[config.mk]
export PLATFORM = sky130hd
export DESIGN_NAME = async_fifo_ptr_ctrl
export DESIGN_NICKNAME = d
export VERILOG_FILES = /design/src/rtl/async_fifo_ptr_ctrl.sv
export SDC_FILE = /design/constraint.sdc
export NUM_CORES = 1
export LEC_CHECK = 0
export CAP_MARGIN = 15
export CORE_MARGIN = 5
export CORE_UTILIZATION = 44
export CTS_CLUSTER_SIZE = 28
export DETAILED_ROUTE_END_ITERATION = 10
export PLACE_DENSITY_LB_ADDON = 0.3
export SLEW_MARGIN = 20
export SYNTH_ARGS = -nofsm -noshare
export SYNTH_HDL_FRONTEND = slang
export SYNTH_SLANG_ARGS = --single-unit
[constraint.sdc]
create_clock -name clk -period 4.6 [get_ports clk]
set_clock_uncertainty 0.15 [all_clocks]
set_input_delay 0.92 -clock clk [delete_from_list [all_inputs] [get_ports clk]]
set_output_delay 0.92 -clock clk [all_outputs]
set_load 0.005 [all_outputs]
[src/rtl/async_fifo_ptr_ctrl.sv]
// Per-domain pointer controller for a dual-clock FIFO: own pointer, Gray export, synchronised peer pointer, registered level/flags.
// Accepted inc shows after one edge, a peer pointer change after SYNC_STAGES+1 edges; inc is refused when full (write) or empty (read).
module async_fifo_ptr_ctrl #(
  parameter int PTR_W       = 8,
  parameter int SYNC_STAGES = 2,
  parameter int SIDE        = 0
) (
  input  logic             clk,
  input  logic             reset,
  input  logic             inc,
  input  logic             clear_err,
  input  logic [PTR_W:0]   other_ptr_gray,
  input  logic [PTR_W:0]   afull_thresh,
  input  logic [PTR_W:0]   aempty_thresh,
  output logic [PTR_W-1:0] mem_addr,
  output logic [PTR_W:0]   ptr_gray,
  output logic [PTR_W:0]   level,
  output logic             full,
  output logic             empty,
  output logic             almost_full,
  output logic             almost_empty,
  output logic             overflow,
  output logic             underflow
);

  localparam logic [PTR_W:0] DEPTH = {1'b1, {PTR_W{1'b0}}};

  logic [PTR_W:0] ptr;
  logic [PTR_W:0] next_ptr;
  logic [PTR_W:0] next_level;
  logic [PTR_W:0] other_bin;
  logic [PTR_W:0] sync_q [SYNC_STAGES];
  logic           reject;
  logic           acc;

  always_comb begin
    reject   = inc & ((SIDE == 0) ? full : empty);
    acc      = inc & ~reject;
    next_ptr = ptr + {{PTR_W{1'b0}}, acc};
    // Gray-to-binary: each binary bit is the XOR of all Gray bits at or above it.
    for (int i = 0; i <= PTR_W; i++) begin
      other_bin[i] = ^(sync_q[SYNC_STAGES-1] >> i);
    end
    next_level = (SIDE == 0) ? (next_ptr - other_bin) : (other_bin - next_ptr);
  end

  always_ff @(posedge clk or posedge reset) begin
    if (reset) begin
      for (int i = 0; i < SYNC_STAGES; i++) begin
        sync_q[i] <= '0;
      end
    end else begin
      sync_q[0] <= other_ptr_gray;
      for (int i = 1; i < SYNC_STAGES; i++) begin
        sync_q[i] <= sync_q[i-1];
      end
    end
  end

  always_ff @(posedge clk or posedge reset) begin
    if (reset) begin
      ptr          <= '0;
      ptr_gray     <= '0;
      level        <= '0;
      full         <= 1'b0;
      empty        <= 1'b1;
      almost_full  <= 1'b0;
      almost_empty <= 1'b1;
      overflow     <= 1'b0;
      underflow    <= 1'b0;
    end else begin
      ptr          <= next_ptr;
      ptr_gray     <= next_ptr ^ (next_ptr >> 1);
      level        <= next_level;
      full         <= (next_level == DEPTH);
      empty        <= (next_level == '0);
      almost_full  <= (next_level >= afull_thresh);
      almost_empty <= (next_level <= aempty_thresh);
      // A new error outranks a simultaneous clear.
      if ((SIDE == 0) && reject) begin
        overflow <= 1'b1;
      end else if (clear_err) begin
        overflow <= 1'b0;
      end
      if ((SIDE == 1) && reject) begin
        underflow <= 1'b1;
      end else if (clear_err) begin
        underflow <= 1'b0;
      end
    end
  end

  assign mem_addr = ptr[PTR_W-1:0];

endmodule

* Word level (Yosys, flattened, before mapping)
Index checks and enable logic that the tools add are counted.
Widths: inputs -> output; s select.
** Operators by class
- $add $sub $neg :: 2
- Bitwise logic cells :: 4
- Eq/ne operators :: 1
- Reductions and logical operators :: 11
- Order comparisons :: 2
- Multiplexer cells :: 2
** Operators by type and width (count)
- $reduce_xor 9->1 :: 9
- $add 9x1->9 :: 1
- $eq 9x9->1 const B :: 1
- $ge 9x9->1 :: 1
- $le 9x9->1 :: 1
- $logic_not 9->1 :: 1
- $sub 9x9->9 :: 1
- $xor 9x8->9 :: 1
- $and 1x1->1 :: 2
- $mux 1 :: 2
- $reduce_bool 2->1 :: 1
- $not 1->1 :: 1
** Storage, ports and cells
- Word-level logic and storage cells :: 32
- Bits of input ports :: 31
- Flip-flop bits (word level) :: 50

* Logic depth before layout (Yosys ltp)
- Depth after elaboration :: 6
- Gate-level depth with buffers :: 18
- Mapped depth without buffers :: 18

* Worst setup path after synthesis
No wires, ideal clock.
- Path type :: reg2reg
- Start point :: reg sync_q[5] in the netlist's numbering
- End point :: reg almost_empty
- Setup time :: 82 ps
- Path slack :: -2 ps
- Arrival time :: 4370 ps
- Stages on the path, launching flop included :: 19
- Path buffers :: 0
- Cells stage by stage :: dfrtp_1 -> xor3_2 -> xor3_1 -> xnor2_1 -> xnor2_1 -> ha_1 -> fa_1 -> nor4_2 -> nor3_2 -> xnor2_1 -> ha_1 -> nand4_1 -> nor2_1 -> a211o_1 -> a21o_1 -> a21oi_1 -> nor2_1 -> maj3_1 -> a22oi_1
** Between the ends
- Cells in the longest elaborated chain, start to end :: 3
** RTL lines
- start: declaration :: line 32 : logic [PTR_W:0] sync_q [SYNC_STAGES];
- start signal: indexed assignment :: line 55 : sync_q[i] <= sync_q[i-1];
- $reduce_xor 9->1 :: line 42 : other_bin[i] = ^(sync_q[SYNC_STAGES-1] >> i);
- $sub 9x9->9 (*) :: line 44 : next_level = (SIDE == 0) ? (next_ptr - other_bin) : (other_bin - next_ptr);
- net next_level[4] :: line 30 : logic [PTR_W:0] next_level;
- $le 9x9->1 (*) :: line 78 : almost_empty <= (next_level <= aempty_thresh);
- end signal: assignment :: line 78
- end: declaration :: line 21 : output logic almost_empty,
The timed path passes the listed nets; every way through them passes the cells marked *.
A chain may end at the register's enable or synchronous reset.

* Worst setup path after layout
- Start point :: reg sync_q[6] in the netlist's numbering
- End point :: reg almost_empty
Same word-level chain as after synthesis.

==> key figures <==
Timing
  – Final setup vio count: 0
  – Max Slew Vio Count: 0
  – Final Critical Period: approximately 4.5 ns
  – Max_slew headroom: 45.7%
  – Max Clk Rate: about 220 MHz
  – Post-route setup TNS: 0 ns
  – Final Hold Vio Count: 0
  – Period utilisation layout: ~97%
  – Worst-margin pin slew: around 0.81 ns

Synth
  – Synth Area in Compound Gates: just under 8%
  – Multiplexer share of the synthesized area: 0%
  – Synthesized-area fraction occupied by xor and xnor cells: 16.1%
  – Seq cells post-synth: 49
  – Post-Syn Area: 2530 um2
  – Post-synthesis sequential area ratio: between 40% and 50%
  – EDFF count, synth: 0
  – Synth unique cells: 42
  – Ys flop type: dfrtp_1
  – Mapped Nets: between 200 and 300
  – Largest family of logic cells by synthesized area: XOR/XNOR gates
  – Syn avg cell area: ~12 um2
  – Gate Count Post-Synth: 216
  – Synth Area in Simple Gates: under 10%
  – Post-Synth Adder-Cell Area: 13.5%
  – Post-synth ARST share: 100%
  – Ys Warns: 0

Clock network
  – # H-tree levels: 2
  – Clock-pin transition on the worst setup and hold timing paths: 0.09 ns
  – Later-pin clock latency in the skew report: approximately 0.3 ns
  – CTS Buf Count: 5
  – Post-CTS Hold Buffers: 0
  – CTS tree: done
  – Clock sinks: between 40 and 50
  – CTS root buf: clkbuf_8
  – CTS Buffer Depth: 2

Global routing
  – Vias in the first global route: ~2000
  – Grt ovf: 0
  – Total global routing track utilization: around 16%
  – Met2 GRT Util: 27.0%
  – Met1 Resource Use GR: a little under a fifth
  – Largest net degree at the start of global routing: 50
  – First-pass GRT wire length: ~9000 um
  – M3 GR Usage: approximately 3.3%
  – Most used routing layer: met2
  – Initial antenna violation count: 0

Layout
  – FILL cells: 440
  – Area Growth Syn to Fin: 51.7%
  – N_diodes: 0
  – Count of non-filler cells in the finished layout: 400
  – Post-layout nets: between 300 and 400
  – Fraction of layout cells with a size suffix above 1: a little over a quarter

Hold path
  – Min-Delay Path Class: flip-flop to flip-flop
  – Hold Path Origin: sync_q[17]

Critical path
  – Setup crit start: sync_q[6]
  – Crit Path Max Fanout: 3
  – Setup crit end kind: flip-flop
  – Req. time, crit path: between 4 and 5 ns
  – R2r startpoint: sync_q[6]
  – WP data arrival: ~4.6 ns
  – Crit Path Class: flip-flop to flip-flop
  – Worst setup SP type: flip-flop

Floorplanning
  – FP Rows: 27
  – Placeable Area: about 5500 um2
  – Die W: between 80 and 90 um
  – Starting Density: around 46%
  – I/O pin total: 63
  – Die Y: 85.8 um
  – Die area: 7360 um2

Place
  – RePlAce Congestion: approximately 0.76
  – DP HPWL: roughly 4200 um
  – PortBufs: 61
  – Cells after DPL: 388

Detailed routing
  – DRT iter0 DRCs: 37
  – Drt wl/cell: 13.8 um
  – Vias per cell: ~4.8
  – Drt pass-1 iters: 4
  – Antenna Violating Nets Remaining: 0
  – DR vias: around 1900
  – Routed Wire Length: around 5500 um
  – Remaining DRCs: 0

Outcome
  – Status: finished, final reports clean

Power and ir drop
  – Worst vdd ir: 355 uV
  – Leakage: ~1.9 nW
  – Power Dens Cells: 767 nW/um2

Flow run
  – Max-cap violation count: 0
==> state kept, by name (all words and copies together) (netlist names) <==
signal and count:
overflow 1, ptr 9, empty 1, almost_empty 1, full 1, sync_q 18
ptr_gray 8, almost_full 1, level 9
==> layout by cell type (no fill, tap or decap), drive strengths merged, types with 2 or more instances in the layout <==
master and instances:
xnor2 22, maj3 2, xor2 10, a21o 6, o31ai 2, o21ai 4, nor2 12, a21oi 7
clkdlybuf4s50 60, dfrtp 47, buf 45, xor3 4, nor3 4, nand2 4, dfstp 2, or4 2
nor4 2, inv 32, ha 24, nand3 5, clkbuf 6, and3 5
==> metrics by stage <==
| stage | cell area (um2) | power [mW] | hold slack, ns | setup slack (ns) | utilization, % |
|---|---|---|---|---|---|
| after CTS | 3650 | 2.73 | 0.207 | 0.0116 | 65.9 |
| after floorplan | 2530 | 1.60 | 0.181 | 0.0279 | - |
| after detailed placement | 3530 | 2.39 | 0.186 | -0.371 | 63.7 |
| after global placement | 3530 | 2.35 | 0.182 | -0.300 | 63.7 |
| after global routing | 3830 | 3.21 | 0.216 | -0.0857 | 69.2 |
| final | 3830 | 2.94 | 0.202 | 0.122 | 69.2 |
==> synthesized netlist by cell type, drive strengths merged (4+ instances only) <==
| cell | count | share of area (%) |
|---|---|---|
| xor2 | 10 | 3.8 |
| inv | 33 | 4.9 |
| nor3 | 4 | 0.99 |
| a21o | 6 | 1.8 |
| ha | 24 | 12 |
| nand2 | 4 | 0.59 |
| nor2 | 12 | 1.8 |
| xor3 | 4 | 3.8 |
| nand3 | 5 | 0.99 |
| o21ai | 4 | 0.79 |
| a21oi | 7 | 1.4 |
| xnor2 | 22 | 7.6 |
| dfrtp | 47 | 47 |
| and3 | 5 | 1.2 |
==> final timing paths <==
check	to	slack, ns	cells after the start
min in group asynchronous	ptr_gray[6]	0.92	2
min	sync_q[8]	0.20	0
max reg2reg	almost_empty	0.12	18
max in group asynchronous	almost_full	2.90	2
min reg2reg	sync_q[8]	0.20	0
max	almost_empty	0.12	18
==> power by group <==
part           internal [mW]  switching [mW]
logic                   1.16           0.902
clock network          0.119           0.136
registers              0.561          0.0648
==> what timing repair did <==
action / CTS / global route
setup endpoints to repair: 2 / 2
buffers inserted: 1 / 5
pin swaps: 12 / 19
gates resized for setup: 6 / 26
==> worst max-delay path: stages (launching register included) <==
cell and delay, ns:
dfrtp_1 0.40, xor3_2 0.40, xor3_2 0.46, xnor2_4 0.17, xnor2_2 0.15, ha_2 0.19, fa_2 0.40, and4b_1 0.32
nor3_2 0.06, xnor2_1 0.23, ha_1 0.29, nand4_1 0.10, nor2_1 0.06, a211o_1 0.25, a21o_1 0.16, a21oi_2 0.14
nor2_2 0.04, maj3_2 0.30, a22oi_2 0.13
==> layout make-up <==
class / count / area (um2) / share of cell area [%]
Multi-Input combinational cell: 133 / 1350 / 35.2
Sequential cell: 49 / 1230 / 32.1
Timing Repair Buffer: 106 / 951 / 24.8
Inverter: 33 / 125 / 3.26
Tap cell: 72 / 90.1 / 2.35
Clock buffer: 6 / 82.6 / 2.15
Clock inverter: 1 / 7.51 / 0.196
==> routing by layer <==
| metal | vias to the layer above | share of wire, % |
|---|---|---|
| li1 | 943 | - |
| met2 | 46 | 51 |
| met3 | 8 | 5.1 |
| met5 | - | 0 |
| met4 | 0 | 2.4 |
| met1 | 913 | 42 |
==> kinds of logic after synthesis <==
family,count (synthesis)
AOI/OAI and AO/OA,28
other,1
buffers and inverters,34
and+or+nand+nor,40
xor gates and xnor gates,37
adders and majority gates,27
DFF,49
(Power assumes the default switching activity.)
